[config.mk]
export PLATFORM = sky130hd
export DESIGN_NAME = lsu_mem_master
export DESIGN_NICKNAME = d
export VERILOG_FILES = /design/src/rtl/lsu_mem_master.sv
export SDC_FILE = /design/constraint.sdc
export NUM_CORES = 1
export LEC_CHECK = 0
export BUFFER_PORTS_ARGS = -buffer_cell sky130_fd_sc_hd__buf_2
export CORE_ASPECT_RATIO = 0.6
export CORE_MARGIN = 3
export CORE_UTILIZATION = 40
export DETAILED_ROUTE_END_ITERATION = 6
export PLACE_DENSITY = 0.63
export SYNTH_ARGS = -nofsm -noshare
export SYNTH_HDL_FRONTEND = slang
export SYNTH_SLANG_ARGS = --single-unit
[constraint.sdc]
create_clock -name clk -period 4.6 [get_ports clk]
set_input_delay 0.69 -clock clk [delete_from_list [all_inputs] [get_ports clk]]
set_output_delay 0.69 -clock clk [all_outputs]
set_load 0.02 [all_outputs]
[src/rtl/lsu_mem_master.sv]
// rtl/lsu_mem_master.sv - load/store unit driving a req/gnt/rvalid byte-addressed data memory port
module lsu_mem_master #(
  parameter int ADDR_W       = 32,
  parameter int RESP_TIMEOUT = 16
) (
  input  logic              clk,
  input  logic              rst_n,
  input  logic              req_valid,
  output logic              req_ready,
  input  logic              is_load,
  input  logic              is_store,
  input  logic [2:0]        func3,
  input  logic [ADDR_W-1:0] addr,
  input  logic [31:0]       store_data,
  output logic              busy,
  output logic              done,
  output logic [31:0]       load_data,
  output logic              misalign_err,
  output logic              bus_err,
  output logic              mem_req,
  input  logic              mem_gnt,
  output logic              mem_we,
  output logic [ADDR_W-1:0] mem_addr,
  output logic [3:0]        mem_wstrb,
  output logic [31:0]       mem_wdata,
  input  logic              mem_rvalid,
  input  logic [31:0]       mem_rdata
);

  localparam logic [7:0] LP_CNT_LAST = 8'(RESP_TIMEOUT - 1);

  typedef enum logic [1:0] {
    S_IDLE = 2'd0,
    S_REQ  = 2'd1,
    S_RESP = 2'd2,
    S_FIN  = 2'd3
  } state_t;

  state_t r_state;
  state_t w_state_nxt;

  logic              r_is_load;
  logic [2:0]        r_func3;
  logic [1:0]        r_off;
  logic [ADDR_W-3:0] r_waddr;
  logic [31:0]       r_sdata;
  logic              r_mis;
  logic              r_bus;
  logic [7:0]        r_cnt;
  logic [31:0]       r_load_data;

  logic        w_illegal;
  logic        w_misalign;
  logic        w_timeout;
  logic [3:0]  w_wstrb;
  logic [31:0] w_wdata;
  logic [7:0]  w_byte;
  logic [15:0] w_half;
  logic [31:0] w_ext;

  // Operation legality is judged on the live inputs in the accept cycle
  always_comb begin
    w_illegal  = (is_load == is_store)
               || (is_load && (func3 == 3'b011 || func3[2:1] == 2'b11))
               || (is_store && func3 > 3'b010);
    w_misalign = (func3[1:0] == 2'b01 && addr[0])
               || (func3[1:0] == 2'b10 && addr[1:0] != 2'b00);
  end

  // The last RESP cycle is the one where the counter would reach RESP_TIMEOUT
  assign w_timeout = (r_cnt == LP_CNT_LAST);

  always_ff @(posedge clk) begin
    if (!rst_n) r_state <= S_IDLE;
    else        r_state <= w_state_nxt;
  end

  always_comb begin
    w_state_nxt  = r_state;
    req_ready    = 1'b0;
    busy         = 1'b0;
    done         = 1'b0;
    mem_req      = 1'b0;
    misalign_err = 1'b0;
    bus_err      = 1'b0;
    case (r_state)
      S_IDLE: begin
        req_ready = 1'b1;
        if (req_valid) w_state_nxt = (w_illegal || w_misalign) ? S_FIN : S_REQ;
      end
      S_REQ: begin
        busy    = 1'b1;
        mem_req = 1'b1;
        if (mem_gnt) w_state_nxt = r_is_load ? S_RESP : S_FIN;
      end
      S_RESP: begin
        busy = 1'b1;
        if (mem_rvalid || w_timeout) w_state_nxt = S_FIN;
      end
      S_FIN: begin
        busy         = 1'b1;
        done         = 1'b1;
        misalign_err = r_mis;
        bus_err      = r_bus;
        w_state_nxt  = S_IDLE;
      end
      default: w_state_nxt = S_IDLE;
    endcase
  end

  always_comb begin
    w_wstrb = 4'b0000;
    w_wdata = 32'h0;
    if (!r_is_load) begin
      case (r_func3[1:0])
        2'b00: begin
          w_wstrb = 4'b0001 << r_off;
          w_wdata = {4{r_sdata[7:0]}};
        end
        2'b01: begin
          w_wstrb = 4'b0011 << r_off;
          w_wdata = {2{r_sdata[15:0]}};
        end
        default: begin
          w_wstrb = 4'b1111;
          w_wdata = r_sdata;
        end
      endcase
    end
  end

  assign mem_we    = mem_req & ~r_is_load;
  assign mem_addr  = mem_req ? {r_waddr, 2'b00} : '0;
  assign mem_wstrb = mem_req ? w_wstrb : 4'b0000;
  assign mem_wdata = mem_req ? w_wdata : 32'h0;

  always_comb begin
    case (r_off)
      2'b00:   w_byte = mem_rdata[7:0];
      2'b01:   w_byte = mem_rdata[15:8];
      2'b10:   w_byte = mem_rdata[23:16];
      default: w_byte = mem_rdata[31:24];
    endcase
    w_half = r_off[1] ? mem_rdata[31:16] : mem_rdata[15:0];
    case (r_func3)
      3'b000:  w_ext = {{24{w_byte[7]}}, w_byte};
      3'b001:  w_ext = {{16{w_half[15]}}, w_half};
      3'b010:  w_ext = mem_rdata;
      3'b100:  w_ext = {24'h0, w_byte};
      3'b101:  w_ext = {16'h0, w_half};
      default: w_ext = 32'h0;
    endcase
  end

  // load_data only changes on a load response or a load timeout
  always_ff @(posedge clk) begin
    if (!rst_n) begin
      r_is_load   <= 1'b0;
      r_func3     <= 3'b000;
      r_off       <= 2'b00;
      r_waddr     <= '0;
      r_sdata     <= 32'h0;
      r_mis       <= 1'b0;
      r_bus       <= 1'b0;
      r_cnt       <= 8'h0;
      r_load_data <= 32'h0;
    end else begin
      case (r_state)
        S_IDLE: begin
          if (req_valid) begin
            r_is_load <= is_load;
            r_func3   <= func3;
            r_off     <= addr[1:0];
            r_waddr   <= addr[ADDR_W-1:2];
            r_sdata   <= store_data;
            r_mis     <= w_illegal || w_misalign;
            r_bus     <= 1'b0;
          end
        end
        S_REQ: begin
          if (mem_gnt) r_cnt <= 8'h0;
        end
        S_RESP: begin
          r_cnt <= r_cnt + 8'd1;
          if (mem_rvalid) begin
            r_load_data <= w_ext;
          end else if (w_timeout) begin
            r_load_data <= 32'h0;
            r_bus       <= 1'b1;
          end
        end
        default: ;
      endcase
    end
  end

  assign load_data = r_load_data;

endmodule

==> results of run 1 <==
==> critical path, delay by kind of cell (launching register included) <==
family                 cells  cell delay, ps
AO/OA/AOI/OAI              1             190
AND/OR/NAND/NOR            2            1200
buffers and inverters      1             230
flip-flops                 1             560
==> logic make-up (layout without fill, tap and decap cells) <==
| group | Yosys count | after routing | share of synthesized area [%] |
|---|---|---|---|
| other cells | 1 | 3 | 0.0675 |
| simple gates | 289 | 289 | 23.8 |
| fa+ha+maj | 6 | 6 | 1.35 |
| flops | 112 | 112 | 40.3 |
| xor+xnor | 5 | 5 | 0.788 |
| buf+inv | 65 | 242 | 5.16 |
| mux | 42 | 42 | 9.52 |
| compound gates | 165 | 165 | 18.9 |
==> metal layers <==
layer	global-route usage (%)	vias up	routed length [um]
met5	0	-	28
met4	4.69	6	155
met3	7.65	19	1690
met2	31.9	203	7350
met1	31.7	2588	8260
li1	-	2702	-
==> layout by cell type, fill, tap and decap left out, types with 3 or more instances in the layout <==
cell type,synthesis,final
inv_1,6,6
nand2_1,169,168
a22oi_1,7,7
buf_2,4,210
nand3_1,8,8
mux4_2,7,7
ha_1,6,6
clkbuf_16,0,9
buf_4,2,8
a21oi_1,94,94
nor2b_1,8,8
a221oi_1,9,9
xor2_1,3,3
nand2b_1,4,4
o22ai_1,3,3
or2_2,3,3
mux2_2,17,17
o21ai_0,4,4
nor2_1,33,33
a21o_1,6,6
dfxtp_1,112,112
a221o_1,16,16
nor3_1,4,4
mux2i_1,18,18
nand4_1,6,6
a21boi_0,6,6
o2bb2ai_1,9,9
and2_1,42,41
==> registers in the layout (all words and copies together), names as in the netlist <==
| name | flops |
|---|---|
| r_mis | 1 |
| r_is_load | 1 |
| r_waddr | 30 |
| r_func3 | 3 |
| load_data | 32 |
| r_off | 2 |
| r_sdata | 32 |
| r_cnt | 8 |
| r_state | 2 |
| r_bus | 1 |
==> path summary, 6_finish.rpt <==
path              depth (start not counted)                          to                startpoint
setup / recovery                          4               mem_wdata[10]   r_func3[0]$_SDFFE_PN0P_
hold / removal                            2    r_sdata[18]$_SDFFE_PN0P_  r_sdata[18]$_SDFFE_PN0P_
setup reg to reg                          5  load_data[25]$_SDFFE_PN0P_   r_state[0]$_SDFFE_PN0P_
hold reg to reg                           2    r_sdata[18]$_SDFFE_PN0P_  r_sdata[18]$_SDFFE_PN0P_
==> through the flow <==
stage | hold slack (ps) | area [um2]
6_report | 455 | 6970
5_1_grt | 473 | 6960
4_1_cts | 457 | 6960
3_5_place_dp | 446 | 6630
3_3_place_gp | 438 | 6630
2_1_floorplan | 431 | 5560
==> power by group <==
group	internal, mW	switching [mW]
combinational	0.421	0.808
clock	0.507	0.354
sequential	1.12	0.124
==> layout make-up <==
class | instances | area (um2) | area share, %
multi-input combinational | 509 | 3040 | 43.6
clock buffer | 11 | 253 | 3.63
timing repair buffer | 218 | 1110 | 15.9
clock inverter | 5 | 78.8 | 1.13
sequential | 112 | 2240 | 32.2
inverter | 8 | 30.0 | 0.431
antenna | 1 | 2.50 | 0.0359
tap | 170 | 213 | 3.05
==> key figures, run 1 <==
Status
  • Status: complete, no violations

Route
  • DRT Pass-1 Iters: 5
  • Residual DRC count: 0
  • Iter 0 DRT Violations: 386
  • Remaining antenna violation count: 0
  • Vias: 5518
  • Drt total wl: 17500 um
  • Avg WL per Cell: 16.9 um
  • Avg Vias per Cell: 5.34

Logic synthesis
  • Cells after Synth: 685
  • Synth top area share: 40.3%
  • Ys async rst share: 0%
  • Register area share after synthesis: 40.3%
  • Synth Cell Area: 5560 um2
  • Post-synth cell types: 50
  • Yosys top cell by area: dfxtp_1
  • Number of enable flip-flop cells after synthesis: 0
  • Cell types with the highest counts after synthesis: nand2_1 (169), dfxtp_1 (112), a21oi_1 (94), clkbuf_1 (44), and2_1 (42)
  • YS warnings: 0
  • Most common cell in the netlist: nand2_1
  • Top cells by area, synth: dfxtp_1 (40%), nand2_1 (11%), a21oi_1 (8.5%)
  • Synth Flop Type: dfxtp_1
  • Seq cells post-synth: 112
  • Average cell area after synthesis: 8.11 um2

Clocking
  • Root buffer cell: clkbuf_16
  • Post-CTS resize count: 0
  • Post-CTS setup buffers: 0
  • Cts bufs inserted: 9
  • Reg clk slew, reported paths: 70 ps
  • # clock sinks: 112
  • Max clock buf depth: 2
  • H-tree depth: 3
  • Worst-Skew Late Latency: 350 ps
  • Hold Buf Count CTS: 0
  • CTS tree: built

Job
  • Maxcap violations: 0

Worst setup path
  • WP data required: 3910 ps
  • CP max stage delay: 1060 ps
  • Worst Path Arrival: 2520 ps
  • CP Capture Type: output port
  • R2R setup slack: 1770 ps
  • CP max stage cell: nor2_1
  • CP Class: reg -> out
  • Crit path launch type: flip-flop
  • Crit path cell chain: nor2_1, nand2_1, a21oi_1, buf_2
  • Crit Path Max Fanout: 17

Timing
  • Pins over their slew limit: 0
  • Final setup margin: 1390 ps
  • Period minus WS final: 3210 ps
  • Skew final: 8.56 ps
  • RSZ-0062 raised after global routing: false
  • Setup TNS Final: 0 ps
  • Slew @ Worst Pin: 1250 ps
  • Final Hold Fails: 0
  • Final setup fails: 0
  • Slew headroom: 16.7%
  • Final period util: 69.8%
  • Fmax: 312 MHz

Die
  • Core Area: 13200 um2
  • Initial Utilization: 42.1%
  • Die Ht: 97.3 um
  • Die Wd: 158 um
  • # rows: 32
  • Full die area: 15400 um2
  • Ports: 213

Global route
  • Overall routing resource usage: 22.1%
  • First-pass GRT wire length: 27400 um
  • Antenna violations before repair: 3
  • Vias in the first global route: 5266
  • Largest net degree at the start of global routing: 71
  • Gr ovfl total: 0

Place
  • Placed cells: 1017
  • Pre-CTS WS: 1740 ps
  • HPWL Detailed: 13100 um
  • Input/output buffers: 210
  • Gp weighted congestion: 0.868

Layout
  • Layout cell share with drive strength beyond 1: 31.3%
  • Nets: 970
  • Fill cells: 1280
  • Final Non-Filler Cells: 1034
  • P&R area growth vs syn: 25.3%
  • Layout Utilization: 52.7%

Power and ir drop
  • Pleak: 3.08 nW
  • Power per cell area: 479 nW/um2
  • Total chip power: 3.33 mW
  • Worst vdd ir: 259 uV

Worst hold path
  • Hold Path Class: reg -> reg
Note: power is estimated with default switching activity, not from simulation.
==> inputs of run 2 (changes only) <==
--- a/config.mk
+++ b/config.mk
@@ -10,7 +10,7 @@
 export CORE_MARGIN = 3
 export CORE_UTILIZATION = 40
 export DETAILED_ROUTE_END_ITERATION = 6
-export PLACE_DENSITY = 0.63
+export PLACE_DENSITY = 0.66
 export SYNTH_ARGS = -nofsm -noshare
 export SYNTH_HDL_FRONTEND = slang
 export SYNTH_SLANG_ARGS = --single-unit
==> constraint.sdc (replaced) <==
create_clock -name clk -period 2.9 [get_ports clk]
set_input_delay 0.435 -clock clk [delete_from_list [all_inputs] [get_ports clk]]
set_output_delay 0.435 -clock clk [all_outputs]
set_load 0.02 [all_outputs]
==> key figures, run 2 (same netlist as run 1, synthesis figures left out) <==
Status
  • Status: complete, no violations (unchanged)

Timing
  • Final period util: 84.8%
  • Skew final: 13.5 ps (was 8.56 ps)
  • Setup TNS Final: 0 ps (unchanged)
  • Final Hold Fails: 0 (unchanged)
  • Period minus WS final: 2460 ps
  • Final setup fails: 0 (unchanged)
  • Fmax: 407 MHz
  • Slew headroom: 56.2% (was 16.7%)
  • Final setup margin: 440 ps (was 1390 ps)
  • Slew @ Worst Pin: 651 ps (was 1250 ps)
  • Pins over their slew limit: 0 (unchanged)
  • RSZ-0062 raised after global routing: false (unchanged)

Layout
  • P&R area growth vs syn: 26.4% (was 25.3%)
  • Most frequent cells in the layout: buf_2 (210), nand2_1 (168), dfxtp_1 (112) (unchanged)
  • Layout cell share with drive strength beyond 1: 31.8% (was 31.3%)
  • Leading cell type in the layout, fill and taps excluded: buf_2 (unchanged)
  • Nets: 978 (was 970)

Global route
  • First-pass GRT wire length: 27200 um (was 27400 um)
  • Antenna violations before repair: 2 (was 3)
  • Overall routing resource usage: 22.2% (was 22.1%)
  • Vias in the first global route: 4917 (was 5266)
  • Gr ovfl total: 0 (unchanged)
  • Largest net degree at the start of global routing: 74 (was 71)

Clocking
  • H-tree depth: 3 (unchanged)
  • Max clock buf depth: 2 (unchanged)
  • Root buffer cell: clkbuf_16 (unchanged)
  • Reg clk slew, reported paths: 80 ps (was 70 ps)
  • CTS tree: built (unchanged)
  • Post-CTS setup buffers: 0 (unchanged)
  • Worst-Skew Late Latency: 350 ps (about the same)
  • Hold Buf Count CTS: 0 (unchanged)
  • # clock sinks: 112 (unchanged)
  • Post-CTS resize count: 0 (unchanged)
  • Cts bufs inserted: 9 (unchanged)

Worst setup path
  • CP Capture Type: output port (unchanged)
  • WP data required: 2470 ps (was 3910 ps)
  • CP max stage delay: 400 ps (was 1060 ps)
  • Crit path launch type: flip-flop (unchanged)
  • Crit path cell chain: inv_1, ha_1, nand2b_1, buf_4, a21oi_1, buf_2 (was nor2_1, nand2_1, a21oi_1, buf_2)
  • CP max stage cell: dfxtp_1 (was nor2_1)
  • Worst Path Arrival: 2020 ps (was 2520 ps)
  • Crit Path Max Fanout: 19 (was 17)
  • CP Class: reg -> out (unchanged)

Route
  • DRT Pass-1 Iters: 5 (unchanged)
  • Iter 0 DRT Violations: 355 (was 386)
  • Vias: 5468 (was 5518)
  • Residual DRC count: 0 (unchanged)
  • Drt total wl: 17600 um (was 17500 um)
  • Avg WL per Cell: 16.9 um (about the same)
  • Remaining antenna violation count: 0 (unchanged)
  • Avg Vias per Cell: 5.25 (was 5.34)

Place
  • Input/output buffers: 210 (unchanged)
  • HPWL Detailed: 13100 um (about the same)
  • Gp weighted congestion: 0.800 (was 0.868)
  • Pre-CTS WS: 598 ps (was 1740 ps)

Die
  • Initial Utilization: 42.1% (unchanged)
  • Ports: 213 (unchanged)
  • Full die area: 15400 um2 (unchanged)
  • Die Ht: 97.3 um (unchanged)
  • # rows: 32 (unchanged)
  • Die Wd: 158 um (unchanged)
  • Core Area: 13200 um2 (unchanged)

Power and ir drop
  • Pleak: 3.11 nW (was 3.08 nW)
  • Worst vdd ir: 317 uV (was 259 uV)
  • Power per cell area: 754 nW/um2 (was 479 nW/um2)

Worst hold path
  • Hold Path Class: in -> reg (was reg -> reg)

Job
  • Maxcap violations: 0 (unchanged)
==> run 2: cell types whose count changed in the layout (fill, tap and decap cells not counted), sizes merged <==
cell,delta
clkinvlp,+2
buf,+8
bufinv,-1
clkbuf,-1
clkinv,-3
inv,+3
==> run 2: path summary, 6_finish.rpt <==
check / from / to / slack, ps / cells past startpoint
worst max register to register: r_state[0]$_SDFFE_PN0P_ / load_data[17]$_SDFFE_PN0P_ / 590 / 6
worst min register to register: r_waddr[23]$_SDFFE_PN0P_ / r_waddr[23]$_SDFFE_PN0P_ / 450 / 2
worst max-delay path: r_state[1]$_SDFFE_PN0P_ / mem_wstrb[2] / 440 / 6
worst min-delay path: addr[11] / r_waddr[9]$_SDFFE_PN0P_ / 310 / 3
==> run 2: power breakdown <==
| part | internal (mW) | switching (mW) |
|---|---|---|
| clock | 0.687 | 0.611 |
| sequential | 1.78 | 0.162 |
| combinational | 0.714 | 1.35 |
| total | 3.18 | 2.12 |
==> run 2: layout make-up <==
| cell class | count | area [um2] |
|---|---|---|
| Inverter | 8 | 30.0 |
| Multi-Input combinational cell | 509 | 3040 |
| Clock inverter | 6 | 76.3 |
| Antenna cell | 1 | 2.50 |
| Timing Repair Buffer | 226 | 1200 |
| Clock buffer | 10 | 229 |
| Sequential cell | 112 | 2240 |
| Tap cell | 170 | 213 |
| Fill cell | 1338 | 6190 |
==> run 2: worst max-delay path: cells and delay by family (launching register included) <==
kind | cells | cell delay [ps]
buffers and inverters | 3 | 600
DFF | 1 | 400
and+or+nand+nor | 1 | 370
adders and majority gates | 1 | 230
AOI/OAI and AO/OA | 1 | 90
==> run 2: stage by stage <==
stage	utilization (%)	instances	hold slack (ps)	total power [mW]	instance area, um2
floorplan	-	686	431	3.35	5560
global placement	50.8	1025	439	4.01	6720
detailed placement	50.8	1025	442	4.03	6720
CTS	53.2	1041	296	5.33	7020
global route	53.2	1041	302	5.62	7020
finish	53.2	1042	309	5.30	7030
==> run 2: per-layer routing <==
metal,part of all wire [%],vias to the layer above,GRT usage (%)
met5,0.12,-,0
met4,0.89,4,4.43
met3,11,18,8.23
met2,39,219,28.7
met1,49,2510,34.6
li1,-,2717,-
==> inputs of run 3 (changes only) <==
--- a/config.mk
+++ b/config.mk
@@ -10,7 +10,7 @@
 export CORE_MARGIN = 3
 export CORE_UTILIZATION = 40
 export DETAILED_ROUTE_END_ITERATION = 6
-export PLACE_DENSITY = 0.66
+export PLACE_DENSITY = 0.63
 export SYNTH_ARGS = -nofsm -noshare
 export SYNTH_HDL_FRONTEND = slang
 export SYNTH_SLANG_ARGS = --single-unit
==> constraint.sdc (replaced) <==
create_clock -name clk -period 2.4 [get_ports clk]
set_input_delay 0.36 -clock clk [delete_from_list [all_inputs] [get_ports clk]]
set_output_delay 0.36 -clock clk [all_outputs]
set_load 0.02 [all_outputs]
==> key figures, run 3 (same netlist as run 1, synthesis figures left out) <==
Clocking
  • Worst-Skew Late Latency: 350 ps (about the same)
  • Max clock buf depth: 2 (unchanged)
  • H-tree depth: 3 (unchanged)
  • Root buffer cell: clkbuf_16 (unchanged)
  • # clock sinks: 112 (unchanged)
  • Reg clk slew, reported paths: 70 ps (was 80 ps)
  • Cts bufs inserted: 9 (unchanged)
  • Hold Buf Count CTS: 0 (unchanged)
  • CTS tree: built (unchanged)

Worst setup path
  • Crit-path leading delay family: simple AND/OR/NAND/NOR gates (was buffers and inverters)
  • WP data required: 2690 ps (was 2470 ps)
  • Crit Path Max Fanout: 16 (was 19)
  • WP buf/inv: 1 (was 3)
  • WP depth: 5 (was 6)
  • CP Capture Type: flip-flop (was output port)
  • Crit path cell chain: inv_1, ha_1, nand4_1, nor2b_1, a221o_1 (was inv_1, ha_1, nand2b_1, buf_4, a21oi_1, buf_2)
  • CP Class: reg -> reg (was reg -> out)
  • Reg2Reg Depth: 5 (was 6)
  • Critical path endpoint: load_data[24]$_SDFFE_PN0P_ (was mem_wstrb[2])
  • FF-to-FF Start: r_state[0]$_SDFFE_PN0P_ (unchanged)
  • Crit path launch type: flip-flop (unchanged)
  • Worst Path Arrival: 2460 ps (was 2020 ps)
  • Worst setup path start: r_state[0]$_SDFFE_PN0P_ (was r_state[1]$_SDFFE_PN0P_)
  • CP max stage delay: 920 ps (was 400 ps)
  • R2R setup slack: 230 ps (was 590 ps)
  • CP max stage cell: nor2b_1 (was dfxtp_1)
  • Worst R2R End: load_data[24]$_SDFFE_PN0P_ (was load_data[17]$_SDFFE_PN0P_)

Worst hold path
  • Hold Path Class: in -> reg (unchanged)

Timing
  • Pins over their slew limit: 0 (unchanged)
  • Slew @ Worst Pin: 1170 ps (was 651 ps)
  • Final Hold Fails: 0 (unchanged)
  • Final setup fails: 0 (unchanged)
  • Slew headroom: 21.5% (was 56.2%)
  • Fmax: 460 MHz
  • Skew final: 5.64 ps (was 13.5 ps)
  • Final hold slack: 245 ps (was 309 ps)
  • Period minus WS final: 2170 ps
  • Setup TNS Final: 0 ps (unchanged)
  • RSZ-0062 raised after global routing: false (unchanged)
  • Final period util: 90.5%

Global route
  • Vias in the first global route: 5156 (was 4917)
  • Largest net degree at the start of global routing: 65 (was 74)
  • Antenna violations before repair: 6 (was 2)
  • Gr busiest metal: met1 (unchanged)
  • Grt met2 use: 31.5% (was 28.7%)
  • GR Layer Usage met1: 33.5% (was 34.6%)
  • First-pass GRT wire length: 27900 um (was 27200 um)
  • Overall routing resource usage: 22.5% (was 22.2%)
  • GR Util met3: 8.19% (was 8.23%)
  • Gr ovfl total: 0 (unchanged)

Route
  • Remaining antenna violation count: 0 (unchanged)
  • DRT Pass-1 Iters: 5 (unchanged)
  • Vias: 5631 (was 5468)
  • Avg Vias per Cell: 5.39 (was 5.25)
  • Residual DRC count: 0 (unchanged)
  • Drt total wl: 17900 um (was 17600 um)
  • Avg WL per Cell: 17.2 um (was 16.9 um)
  • Iter 0 DRT Violations: 404 (was 355)

Die
  • Ports: 213 (unchanged)
  • Initial Utilization: 42.1% (unchanged)
  • Full die area: 15400 um2 (unchanged)
  • Die Wd: 158 um (unchanged)
  • Die Ht: 97.3 um (unchanged)
  • Core Area: 13200 um2 (unchanged)
  • # rows: 32 (unchanged)

Place
  • Input/output buffers: 210 (unchanged)
  • Placed instance area: 6770 um2 (was 6720 um2)
  • Gp weighted congestion: 0.918 (was 0.800)
  • HPWL Detailed: 13600 um (was 13100 um)

Layout
  • Fill cells: 1268 (was 1338)
  • Layout cell share with drive strength beyond 1: 32.2% (was 31.8%)
  • Fin area: 7050 um2 (was 7030 um2)
  • Leading cell type in the layout, fill and taps excluded: buf_2 (unchanged)
  • Most frequent cells in the layout: buf_2 (210), nand2_1 (168), dfxtp_1 (112) (unchanged)
  • Nets: 982 (was 978)
  • P&R area growth vs syn: 26.9% (was 26.4%)

Power and ir drop
  • Pleak: 3.13 nW (was 3.11 nW)
  • Sw frac: 39.4% (was 40.0%)
  • Logic gate share of total power: 40.3% (was 38.9%)
  • Psw: 2.48 mW (was 2.12 mW)
  • Power per cell area: 893 nW/um2 (was 754 nW/um2)
  • Flop pwr share: 37.3% (was 36.6%)
  • Clock network fraction of design power: 22.5% (was 24.5%)
  • Worst vdd ir: 393 uV (was 317 uV)
  • Total chip power: 6.30 mW (was 5.30 mW)
  • Internal Dissipation: 3.82 mW (was 3.18 mW)

Status
  • Status: complete, no violations (unchanged)

Job
  • Maxcap violations: 0 (unchanged)
-- run 3: how the worst min path moves through the flow --
| stage | from | depth (start not counted) | endpoint | slack, ps |
|---|---|---|---|---|
| 6_report | addr[15] | 3 | r_waddr[13]$_SDFFE_PN0P_ | 250 |
| 5_1_grt | store_data[18] | 3 | r_sdata[18]$_SDFFE_PN0P_ | 230 |
| 4_1_cts | addr[26] | 3 | r_waddr[24]$_SDFFE_PN0P_ | 240 |
| 3_5_place_dp | r_waddr[16]$_SDFFE_PN0P_ | 2 | r_waddr[16]$_SDFFE_PN0P_ | 440 |
| 3_3_place_gp | r_waddr[5]$_SDFFE_PN0P_ | 2 | r_waddr[5]$_SDFFE_PN0P_ | 440 |
| 2_1_floorplan | r_is_load$_SDFFE_PN0P_ | 2 | r_is_load$_SDFFE_PN0P_ | 430 |
-- run 3: layout make-up --
cell class	instances	area, um2	area share [%]
repair buffers	230	1250	17.7
flip-flops and latches	112	2240	31.8
multi-input cells	509	3040	43.1
diodes	2	5.00	0.0710
clock inverters	3	18.8	0.266
inverters	8	30.0	0.426
well taps	170	213	3.02
clock buffers	11	253	3.58
-- run 3: power by group through the flow --
stage	registers [mW]	logic [mW]	clock network, mW
2_1_floorplan	2.41	1.64	0
3_3_place_gp	2.37	2.48	0
3_5_place_dp	2.38	2.53	0
4_1_cts	2.34	2.54	1.44
5_1_grt	2.38	2.79	1.51
6_report	2.35	2.54	1.42
-- run 3: what timing repair did --
item,CTS,global route
buffers inserted,0,0
setup endpoints to repair,0,8
hold endpoints to repair,0,0
resized for setup,0,1
-- run 3: per-stage QoR --
| stage | utilization, % | std cells | worst slack (ps) |
|---|---|---|---|
| after global routing | 53.4 | 1044 | 49.0 |
| after floorplan | - | 686 | 191 |
| after CTS | 53.3 | 1043 | 117 |
| after global placement | 51.3 | 1029 | 334 |
| after detailed placement | 51.3 | 1029 | 270 |
| final | 53.4 | 1045 | 227 |
-- run 3: metal layers --
layer  vias to the layer above  routed length (um)
li1                       2721                   -
met1                      2632                8410
met4                        10                 155
met2                       240                7460
met5                         -                  61
met3                        28                1870
-- run 3: tightest hold or removal path: cells and delay by family --
family	cells	cell delay, ps
buffers and inverters	1	90
and+or+nand+nor	1	50
AOI/OAI and AO/OA	1	50
